[src/rtl/mult_pkg.sv]
// Shared types and helpers for the arbitrated multiplier: tag format,
// grant result and the round-robin search.
package mult_pkg;

  // Widest configuration supported; narrower instances zero-extend into these.
  localparam int MAX_NREQ = 16;
  localparam int MAX_ID_W = 4;
  localparam int POS_W    = MAX_ID_W + 1;

  // Requester id width, kept at least one bit wide.
  function automatic int id_width(input int nreq);
    return (nreq > 1) ? $clog2(nreq) : 1;
  endfunction

  // Travels through the multiplier alongside the data.
  typedef struct packed {
    logic                valid;
    logic [MAX_ID_W-1:0] id;
  } mult_tag_t;

  typedef struct packed {
    logic                found;
    logic [MAX_ID_W-1:0] idx;
  } grant_t;

  // First set bit of valid searching ptr, ptr+1, ... modulo nreq.
  function automatic grant_t rr_next(input logic [MAX_NREQ-1:0] valid,
                                     input logic [MAX_ID_W-1:0] ptr,
                                     input int                  nreq);
    grant_t           g;
    logic [POS_W-1:0] pos;
    logic [POS_W-1:0] lim;
    g   = '0;
    lim = POS_W'(nreq);
    // Walk from the farthest candidate back towards ptr so the nearest one wins.
    for (int i = MAX_NREQ - 1; i >= 0; i--) begin
      if (i < nreq) begin
        pos = {1'b0, ptr} + POS_W'(i);
        if (pos >= lim) pos = pos - lim;
        if (valid[pos[MAX_ID_W-1:0]]) begin
          g.found = 1'b1;
          g.idx   = pos[MAX_ID_W-1:0];
        end
      end
    end
    return g;
  endfunction

endpackage

[src/rtl/mult_pipe.sv]
// Fixed-latency signed multiplier: operand register, combinational product,
// then LAT-1 product registers with a matching valid/tag shift register.
module mult_pipe
  import mult_pkg::*;
#(
  parameter int DATA_WIDTH = 32,
  parameter int LAT        = 2
) (
  input  logic                    clk,
  input  logic                    rst,
  input  mult_tag_t               in_tag_i,
  input  logic [DATA_WIDTH-1:0]   a_i,
  input  logic [DATA_WIDTH-1:0]   b_i,
  output mult_tag_t               out_tag_o,
  output logic [2*DATA_WIDTH-1:0] c_o
);

  logic [DATA_WIDTH-1:0]   a_q, b_q;
  logic [2*DATA_WIDTH-1:0] a_x, b_x, prod;
  mult_tag_t               tag_q [LAT];

  // Capture operands on issue.
  // NOTE: datapath registers carry no reset; only the valid/tag chain decides
  // whether their contents are ever looked at, so resetting them buys nothing.
  always_ff @(posedge clk) begin
    if (in_tag_i.valid) begin
      a_q <= a_i;
      b_q <= b_i;
    end
  end

  // Sign-extend to full width; the low 2*DATA_WIDTH bits of that product are
  // exactly the signed two's-complement result.
  assign a_x  = {{DATA_WIDTH{a_q[DATA_WIDTH-1]}}, a_q};
  assign b_x  = {{DATA_WIDTH{b_q[DATA_WIDTH-1]}}, b_q};
  assign prod = a_x * b_x;

  // Valid/tag shift register, cleared on reset so flushed ops never emerge.
  // NOTE: sequential state is written with <= so every stage samples the
  // previous stage's old value on the same edge.
  always_ff @(posedge clk or posedge rst) begin
    if (rst) begin
      for (int i = 0; i < LAT; i++) tag_q[i] <= '0;
    end else begin
      tag_q[0] <= in_tag_i;
      for (int i = 1; i < LAT; i++) tag_q[i] <= tag_q[i-1];
    end
  end

  assign out_tag_o = tag_q[LAT-1];

  if (LAT == 1) begin : g_no_stages
    assign c_o = prod;
  end else begin : g_stages
    logic [2*DATA_WIDTH-1:0] data_q [LAT-1];

    // Product delay line matching the tag chain.
    always_ff @(posedge clk) begin
      data_q[0] <= prod;
      for (int i = 1; i < LAT - 1; i++) data_q[i] <= data_q[i-1];
    end

    assign c_o = data_q[LAT-2];
  end

endmodule

[src/rtl/mult_arbiter.sv]
// Round-robin arbiter sharing one pipelined signed multiplier between NREQ
// requesters; products return in issue order on a broadcast port.
module mult_arbiter
  import mult_pkg::*;
#(
  parameter  int DATA_WIDTH = 32,
  parameter  int NREQ       = 4,
  parameter  int LAT        = 2,
  localparam int ID_W       = id_width(NREQ),
  localparam int CNT_W      = $clog2(LAT + 1)
) (
  input  logic                         clk,
  input  logic                         rst,
  input  logic                         i_hold,
  input  logic [NREQ-1:0]              i_req_valid,
  input  logic [NREQ*DATA_WIDTH-1:0]   i_req_a,
  input  logic [NREQ*DATA_WIDTH-1:0]   i_req_b,
  output logic [NREQ-1:0]              o_req_ready,
  output logic                         o_rsp_valid,
  output logic [ID_W-1:0]              o_rsp_id,
  output logic [2*DATA_WIDTH-1:0]      o_rsp_c,
  output logic [CNT_W-1:0]             o_inflight,
  output logic                         o_busy
);

  logic [MAX_NREQ-1:0]     valid_ext;
  grant_t                  grant;
  logic                    issue;
  logic [DATA_WIDTH-1:0]   issue_a, issue_b;
  mult_tag_t               issue_tag, pipe_tag;
  logic [2*DATA_WIDTH-1:0] pipe_c;

  logic [ID_W-1:0]         ptr_q, ptr_d;
  logic [CNT_W-1:0]        inflight_q, inflight_d;
  logic                    rsp_valid_q;
  logic [ID_W-1:0]         rsp_id_q, rsp_id_d;
  logic [2*DATA_WIDTH-1:0] rsp_c_q;

  // Grant the first valid requester at or after ptr; gated by reset and hold.
  // NOTE: every output of this block gets a default first, so no path leaves
  // a value unassigned and no latch is inferred.
  always_comb begin
    valid_ext              = '0;
    valid_ext[NREQ-1:0]    = i_req_valid;
    grant                  = rr_next(valid_ext, MAX_ID_W'(ptr_q), NREQ);
    o_req_ready            = '0;
    for (int k = 0; k < NREQ; k++) begin
      o_req_ready[k] = !rst && !i_hold && grant.found && (grant.idx == MAX_ID_W'(k));
    end
  end

  // Select the granted operands and advance the pointer past the winner.
  always_comb begin
    issue   = |(i_req_valid & o_req_ready);
    issue_a = '0;
    issue_b = '0;
    ptr_d   = ptr_q;
    for (int k = 0; k < NREQ; k++) begin
      if (o_req_ready[k]) begin
        issue_a = i_req_a[k*DATA_WIDTH +: DATA_WIDTH];
        issue_b = i_req_b[k*DATA_WIDTH +: DATA_WIDTH];
        ptr_d   = (k == NREQ - 1) ? '0 : ID_W'(k + 1);
      end
    end
    issue_tag = '{valid: issue, id: grant.idx};
  end

  mult_pipe #(
    .DATA_WIDTH (DATA_WIDTH),
    .LAT        (LAT)
  ) u_pipe (
    .clk       (clk),
    .rst       (rst),
    .in_tag_i  (issue_tag),
    .a_i       (issue_a),
    .b_i       (issue_b),
    .out_tag_o (pipe_tag),
    .c_o       (pipe_c)
  );

  // Narrow the returning tag id and track ops between issue and response.
  always_comb begin
    rsp_id_d = rsp_id_q;
    for (int k = 0; k < NREQ; k++) begin
      if (pipe_tag.id == MAX_ID_W'(k)) rsp_id_d = ID_W'(k);
    end
    inflight_d = inflight_q;
    case ({issue, pipe_tag.valid})
      2'b10:   inflight_d = inflight_q + CNT_W'(1);
      2'b01:   inflight_d = inflight_q - CNT_W'(1);
      default: inflight_d = inflight_q;
    endcase
  end

  // Pointer, in-flight count and response registers; id/product hold between pulses.
  always_ff @(posedge clk or posedge rst) begin
    if (rst) begin
      ptr_q       <= '0;
      inflight_q  <= '0;
      rsp_valid_q <= 1'b0;
      rsp_id_q    <= '0;
      rsp_c_q     <= '0;
    end else begin
      ptr_q       <= ptr_d;
      inflight_q  <= inflight_d;
      rsp_valid_q <= pipe_tag.valid;
      if (pipe_tag.valid) begin
        rsp_id_q <= rsp_id_d;
        rsp_c_q  <= pipe_c;
      end
    end
  end

  assign o_rsp_valid = rsp_valid_q;
  assign o_rsp_id    = rsp_id_q;
  assign o_rsp_c     = rsp_c_q;
  assign o_inflight  = inflight_q;
  assign o_busy      = (inflight_q != '0);

endmodule

[config.mk]
export PLATFORM = sky130hd
export DESIGN_NAME = mult_arbiter
export DESIGN_NICKNAME = d
export VERILOG_FILES = /design/src/rtl/mult_pkg.sv /design/src/rtl/mult_pipe.sv /design/src/rtl/mult_arbiter.sv
export SDC_FILE = /design/constraint.sdc
export NUM_CORES = 2
export LEC_CHECK = 0
export BUFFER_PORTS_ARGS = -buffer_cell sky130_fd_sc_hd__buf_2
export CAP_MARGIN = 20
export CORE_AREA = 2 2 258 260
export CTS_BUF_LIST = sky130_fd_sc_hd__clkbuf_16
export CTS_CLUSTER_DIAMETER = 200
export CTS_CLUSTER_SIZE = 40
export DETAILED_ROUTE_END_ITERATION = 12
export DIE_AREA = 0 0 260 262
export PLACE_DENSITY = 0.88
export SYNTH_ARGS = -nofsm -noshare
export SYNTH_HDL_FRONTEND = slang
export SYNTH_SLANG_ARGS = --single-unit
[constraint.sdc]
create_clock -name clk -period 12.9 [get_ports clk]
set_input_delay 2.58 -clock clk [delete_from_list [all_inputs] [get_ports clk]]
set_output_delay 2.58 -clock clk [all_outputs]
set_load 0.1 [all_outputs]
# Yosys cells after proc, flatten, opt, wreduce, memory -nomap -nowiden
# Memories as Yosys holds them, arrays and structs flattened. A register that Yosys moved wholly into a read port is not among the register bits.
# Cells that the tools add are included.
[word_totals] regBits=81 ram_bits=64 inputBits=263 output_inout_bits=74 wordCells=87 memories=1
[mem_list] name="u_pipe.g_stages.data_q" words=1 width=64 rd=1 rd_ports_with_merged_regs=1 write_ports=1 line_no="mult_pipe.sv:55" text="logic [2*DATA_WIDTH-1:0] data_q [LAT-1];"
[classes] addsub=9 n_mul=1 order_cmp=8 n_eq_ne=8 n_mux=33 bitwise=1 reduce_logical=16
[op_table] cell="2-to-1 mux 32 bit" count=8
[op_table] cell="multiplier 32 x 32 -> 64 bit" count=1
[op_table] cell="< comparator 4 x 5 -> 1 bit (second input constant)" count=4
[op_table] cell="2-to-1 mux 5 bit" count=4
[op_table] cell="binary-select mux 1 bit (select 4 bit)" count=4
[op_table] cell="equality test 4 x 2 -> 1 bit (second input constant)" count=4
[op_table] cell="2-to-1 mux 2 bit" count=8
[op_table] cell="2-to-1 mux 4 bit" count=4
[op_table] cell="subtractor 3 x 3 -> 4 bit (second input constant)" count=3
[op_table] cell=">= comparator 3 bit (second input constant)" count=3
[op_table] cell="equality test 4 x 1 -> 1 bit (second input constant)" count=2
[op_table] cell="zero test 4 bit" count=2
[op_table] cell="nonzero test 4 bit" count=2
[op_table] cell="adder 2 x 2 -> 3 bit (second input constant)" count=2
[op_table] cell="logical AND 1 bit" count=6
[op_table] cell="bitwise AND 4 bit" count=1
[op_table] cell="2-to-1 mux 1 bit" count=4
[op_table] cell="one-hot mux 2 bit (2 select lines)" count=1
[op_table] cell="nonzero test 2 bit" count=2
[op_table] cell="OR reduction 4 bit" count=1
[op_table] cell="subtractor 2 x 3 -> 4 bit (second input constant)" count=1
[op_table] cell="adder 2 x 1 -> 3 bit (second input constant)" count=1
[op_table] cell=">= comparator 2 x 3 -> 1 bit (second input constant)" count=1
[op_table] cell="adder 2 x 1 -> 2 bit (second input constant)" count=1
[op_table] cell="5 further kinds" count=6

# Logic depth before layout (Yosys ltp)
[logic_depth] word_depth=15 depth_mapped=29 ltp_nobuf=27

# Hierarchy
# A second synthesis with hierarchy kept.
[hier_totals] hier_cells=4606 area_unflattened_um2=45517.4
[by_module_without_submodules] mod="mult_pipe" instances=1 cells_each=4010 area_each_um2=39676.8 seq_area_each_um2=3453.3
[by_module_without_submodules] mod="mult_arbiter" instances=1 cells_each=596 area_each_um2=5840.6 seq_area_each_um2=1776.7

# Worst setup path after synthesis
# OpenSTA, ideal clock, no wires.
[synth_path] path_kind="input to output" from="input i_req_valid[3]" to="output o_req_ready[1]" arrival_ps=5859 required_ps=10320 slack_ps=4461 cell_stages=7 n_path_buf=2 path_cell_list="mux4_1 o21ai_2 a21oi_1 a2bb2oi_2 buf_6 buf_8 nor3_1"
[synth_via] elab_chain_len=8 word_cells_on_any_way=15 cone_classes="eq/ne: 1; mux: 12; reduce/logical: 2"
[synth_rtl] element="start, declared" line_no="mult_arbiter.sv:15" text="input logic [NREQ-1:0] i_req_valid,"
[synth_rtl] element="binary-select mux 1 bit (select 4 bit)" line_no="mult_pkg.sv:40" text="if (valid[pos[MAX_ID_W-1:0]]) begin"
[synth_rtl] element="2-to-1 mux 1 bit (implied by the code)" line_no="mult_pkg.sv:40"
[synth_rtl] element="2-to-1 mux 5 bit (3 in a row)" line_no="mult_pkg.sv:40"
[synth_rtl] element="2-to-1 mux 5 bit (*)" line_no="mult_pkg.sv:40"
[synth_rtl] element="equality test 4 x 1 -> 1 bit or logical AND 1 bit (tied branches)" line_no="mult_arbiter.sv:48" text="o_req_ready[k] = !rst && !i_hold && grant.found && (grant.idx == MAX_ID_W'(k));"
[synth_rtl] element="logical AND 1 bit (*)" line_no="mult_arbiter.sv:48"
[synth_rtl] element="end, declared" line_no="mult_arbiter.sv:18" text="output logic [NREQ-1:0] o_req_ready,"
# Mark *: on every way between the ends. The rest lies on a longest branch, timed or not. The select of a mux whose other input is x is not followed.

# Worst setup path in the final report
[layout_path] from="register u_pipe.b_q[5]" to="memory u_pipe.g_stages.data_q[0][60] (netlist bit)"
[layout_via] elab_chain_len=1
[layout_rtl] element="start, declared" line_no="mult_pipe.sv:18" text="logic [DATA_WIDTH-1:0] a_q, b_q;"
[layout_rtl] element="start signal, assigned" line_no="mult_pipe.sv:28" text="b_q <= b_i;"
[layout_rtl] element="multiplier 32 x 32 -> 64 bit" line_no="mult_pipe.sv:36" text="assign prod = a_x * b_x;"
[layout_rtl] element="named net u_pipe.prod[60]" line_no="mult_pipe.sv:19" text="logic [2*DATA_WIDTH-1:0] a_x, b_x, prod;"
[layout_rtl] element="end, declared" line_no="mult_pipe.sv:55"
# The timed path passes the listed nets, and every way through them passes these cells.

==> key figures <==
Clock tree
  • Postcts setup bufs: 0
  • Clock Sinks: 207
  • PostCTS Resize Cnt: 0
  • Clock root buffer: clkbuf_16
  • Longest Clk Path Bufs: 3
  • Hold Buf Count CTS: 0
  • CTS clk-pin slew, worst paths: 0.17 ns
  • CTS tree: done
  • Worst-Skew Late Latency: 0.56 ns
  • H-tree depth: 1
  • Total CTS buffers: 9

Synthesis
  • Synth top cells by count: fa_1, inv_1, and2_1
  • Post-synth EDFFs: 64
  • Ys flop type: dfrtp_1
  • Flops & latches, synth: 207
  • Top-count cell post-synth: fa_1
  • Syn nets: 5895
  • Synth area leaders: fa_1, inv_1, and2_1, ha_1, dfrtp_1
  • Async SR Flop Fraction: 0.382
  • Syn_area_per_cell: 10.2 um^2
  • Area of the mapped netlist: 44600 um^2
  • Dominant cell type by area after synthesis: fa_1
  • Seq/Total Area, Yosys: 0.116
  • Mapped Cells: 4360
  • Synth top area share: 0.486
  • Ys Warns: 0
  • Count of cell types in the netlist: 74

Die
  • Core area: 65300 um^2
  • Die H: 262 um
  • Number of I/O pins: 337
  • Die area: 68100 um^2
  • Die Wd: between 200 and 300 um
  • Starting density of the core: 0.683
  • FP Rows: 94

Setup path
  • Critical Path Start: u_pipe.b_q[5]
  • Required time of the critical path: 13.38 ns
  • Flop-to-flop setup slack: 4.17 ns
  • Endpoint type of the worst setup path: flip-flop
  • Worst r2r src: u_pipe.b_q[5]
  • Startpoint types: flip-flop
  • Worst Path Max Fanout: 32
  • WP data arrival: ~9.2 ns
  • Crit path kind: flip-flop to flip-flop

Finish
  • Fillers: about 4500
  • Design area: 47200 um^2
  • Layout area overhead: 5.96%
  • Share of layout cells above drive strength 1: 0.125
  • Fin nets: 6079

Global route
  • Vias in the first global route: 37301
  • GR Overflow Total: 0
  • Initial antenna violation count: 5
  • Gr usage total: 0.382
  • First-pass GRT wire length: 197 mm
  • Largest net degree at the start of global routing: 94

Placement
  • HPWL Detailed: 95.1 mm
  • PortBufs: about 340
  • Placed Area: ~47000 um^2
  • Gpl congestion: roughly 1

Route
  • Routed length per instance: 22.7 um
  • DR vias/cell: 5.98
  • Routed Antenna Nets: 0
  • Initial DRC count: 2727
  • Drc violations: 0
  • Vias: ~32000
  • Final wirelength: 123 mm
  • Drt first pass iters: 5

Hold path
  • HP Class: flip-flop to flip-flop
  • Hold Path Origin: u_pipe.tag_q[7]

Timing
  • Post-Route Setup TNS: 0 ns
  • Slew HR: 0.267
  • Final hold vios: 0
  • Setup Viol. Count Final: 0
  • Tcrit/Tclk final: 0.677
  • Fmax achieved: 0.115 GHz
  • Post-route minimum period: 8.73 ns
  • RSZ-0062 raised after global routing: no
  • Clk_skew: 0.0627 ns
  • Fin. max-slew vios: 0
  • Worst-Margin Slew: around 1.1 ns

Outcome
  • Status: finished, final reports clean

Job
  • Max-cap viol count: 0
==> worst paths after layout <==
kind / depth (start not counted) / to
min in group asynchronous: 2 / ptr_q[1]
min reg2reg: 0 / u_pipe.out_tag_o[2]
max in group asynchronous: 3 / o_rsp_c[53]
max: 26 / u_pipe.g_stages.data_q[0][60]
min: 0 / u_pipe.out_tag_o[2]
max reg2reg: 26 / u_pipe.g_stages.data_q[0][60]
==> worst max-delay path: stages (launching register included) <==
cell	delay, ns
edfxtp_1	0.37
buf_4	0.36
nand2_1	0.22
inv_1	0.14
fa_1	0.40
inv_1	0.23
fa_1	0.56
fa_1	0.60
inv_1	0.08
fa_1	0.86
inv_1	0.42
fa_1	0.59
inv_1	0.05
fa_1	0.49
fa_1	0.51
inv_1	0.06
fa_1	0.50
inv_1	0.04
ha_1	0.38
and4_1	0.26
and3_1	0.22
nand4_1	0.10
nor2b_1	0.23
o21ai_1	0.13
a31o_1	0.32
or4_1	0.41
nand3_1	0.09
==> cell type report <==
cell class / count / area (um^2) / area share
timing repair buffer: 409 / 2270 / 0.0481
antenna: 2 / 5.00 / 0.000106
inverter: 973 / 3660 / 0.0774
clock inverter: 4 / 56.3 / 0.00119
sequential: 207 / 5180 / 0.110
tap: 864 / 1080 / 0.0229
multi-input combinational: 2944 / 34800 / 0.736
clock buffer: 9 / 225 / 0.00477
==> registers in the layout, indices dropped and copies added, names as in the netlist, 2 cells and up <==
name	count
o_rsp_c	64
u_pipe.tag_q	4
u_pipe.g_stages.data_q	64
o_inflight	2
u_pipe.out_tag_o	4
ptr_q	2
u_pipe.a_q	32
o_rsp_id	2
u_pipe.b_q	32
==> per-stage QoR <==
stage                      util  hold WS (ns)  instances  setup WS, ns
final                     0.724         0.366       5412          4.17
after global routing      0.724         0.377       5410          3.75
after global placement    0.718         0.332       5394          4.19
after floorplan               -         0.331       4360          4.46
after CTS                 0.723         0.368       5408          3.81
after detailed placement  0.718         0.335       5395          3.86
==> routing by layer <==
layer	wire [um]	global-route usage
met5	23	0.00139
met4	9950	0.259
met3	12400	0.0919
met2	59700	0.639
met1	40500	0.439
==> placed cells by master (no fill, tap or decap), types with 20 or more instances in the layout <==
cell type / netlist / routed
xor2_1: 20 / 20
edfxtp_1: 64 / 64
buf_4: 4 / 71
dfxtp_1: 64 / 64
nor2_1: 53 / 53
a21oi_1: 66 / 66
buf_2: 2 / 336
inv_1: 972 / 972
ha_1: 190 / 190
and2_1: 580 / 580
fa_1: 1082 / 1082
mux4_2: 65 / 65
mux2_2: 66 / 66
a21o_1: 34 / 34
xnor2_1: 52 / 52
o21ai_0: 38 / 38
nand2_1: 520 / 520
dfrtp_1: 79 / 78
==> cells by family after synthesis <==
logic type               after synthesis  share of synthesized area
adder cells (fa/ha/maj)             1272                      0.539
flip-flops                           207                      0.116
other                                  1                  0.0000841
AND/OR/NAND/NOR                     1232                      0.141
XOR/XNOR                              72                     0.0141
multiplexers                         135                     0.0508
buffers and inverters               1209                      0.104
AO/OA/AOI/OAI                        232                     0.0342
Power is not shown: default switching activity piles up to over one toggle a cycle in this logic, so the estimate is an artifact.
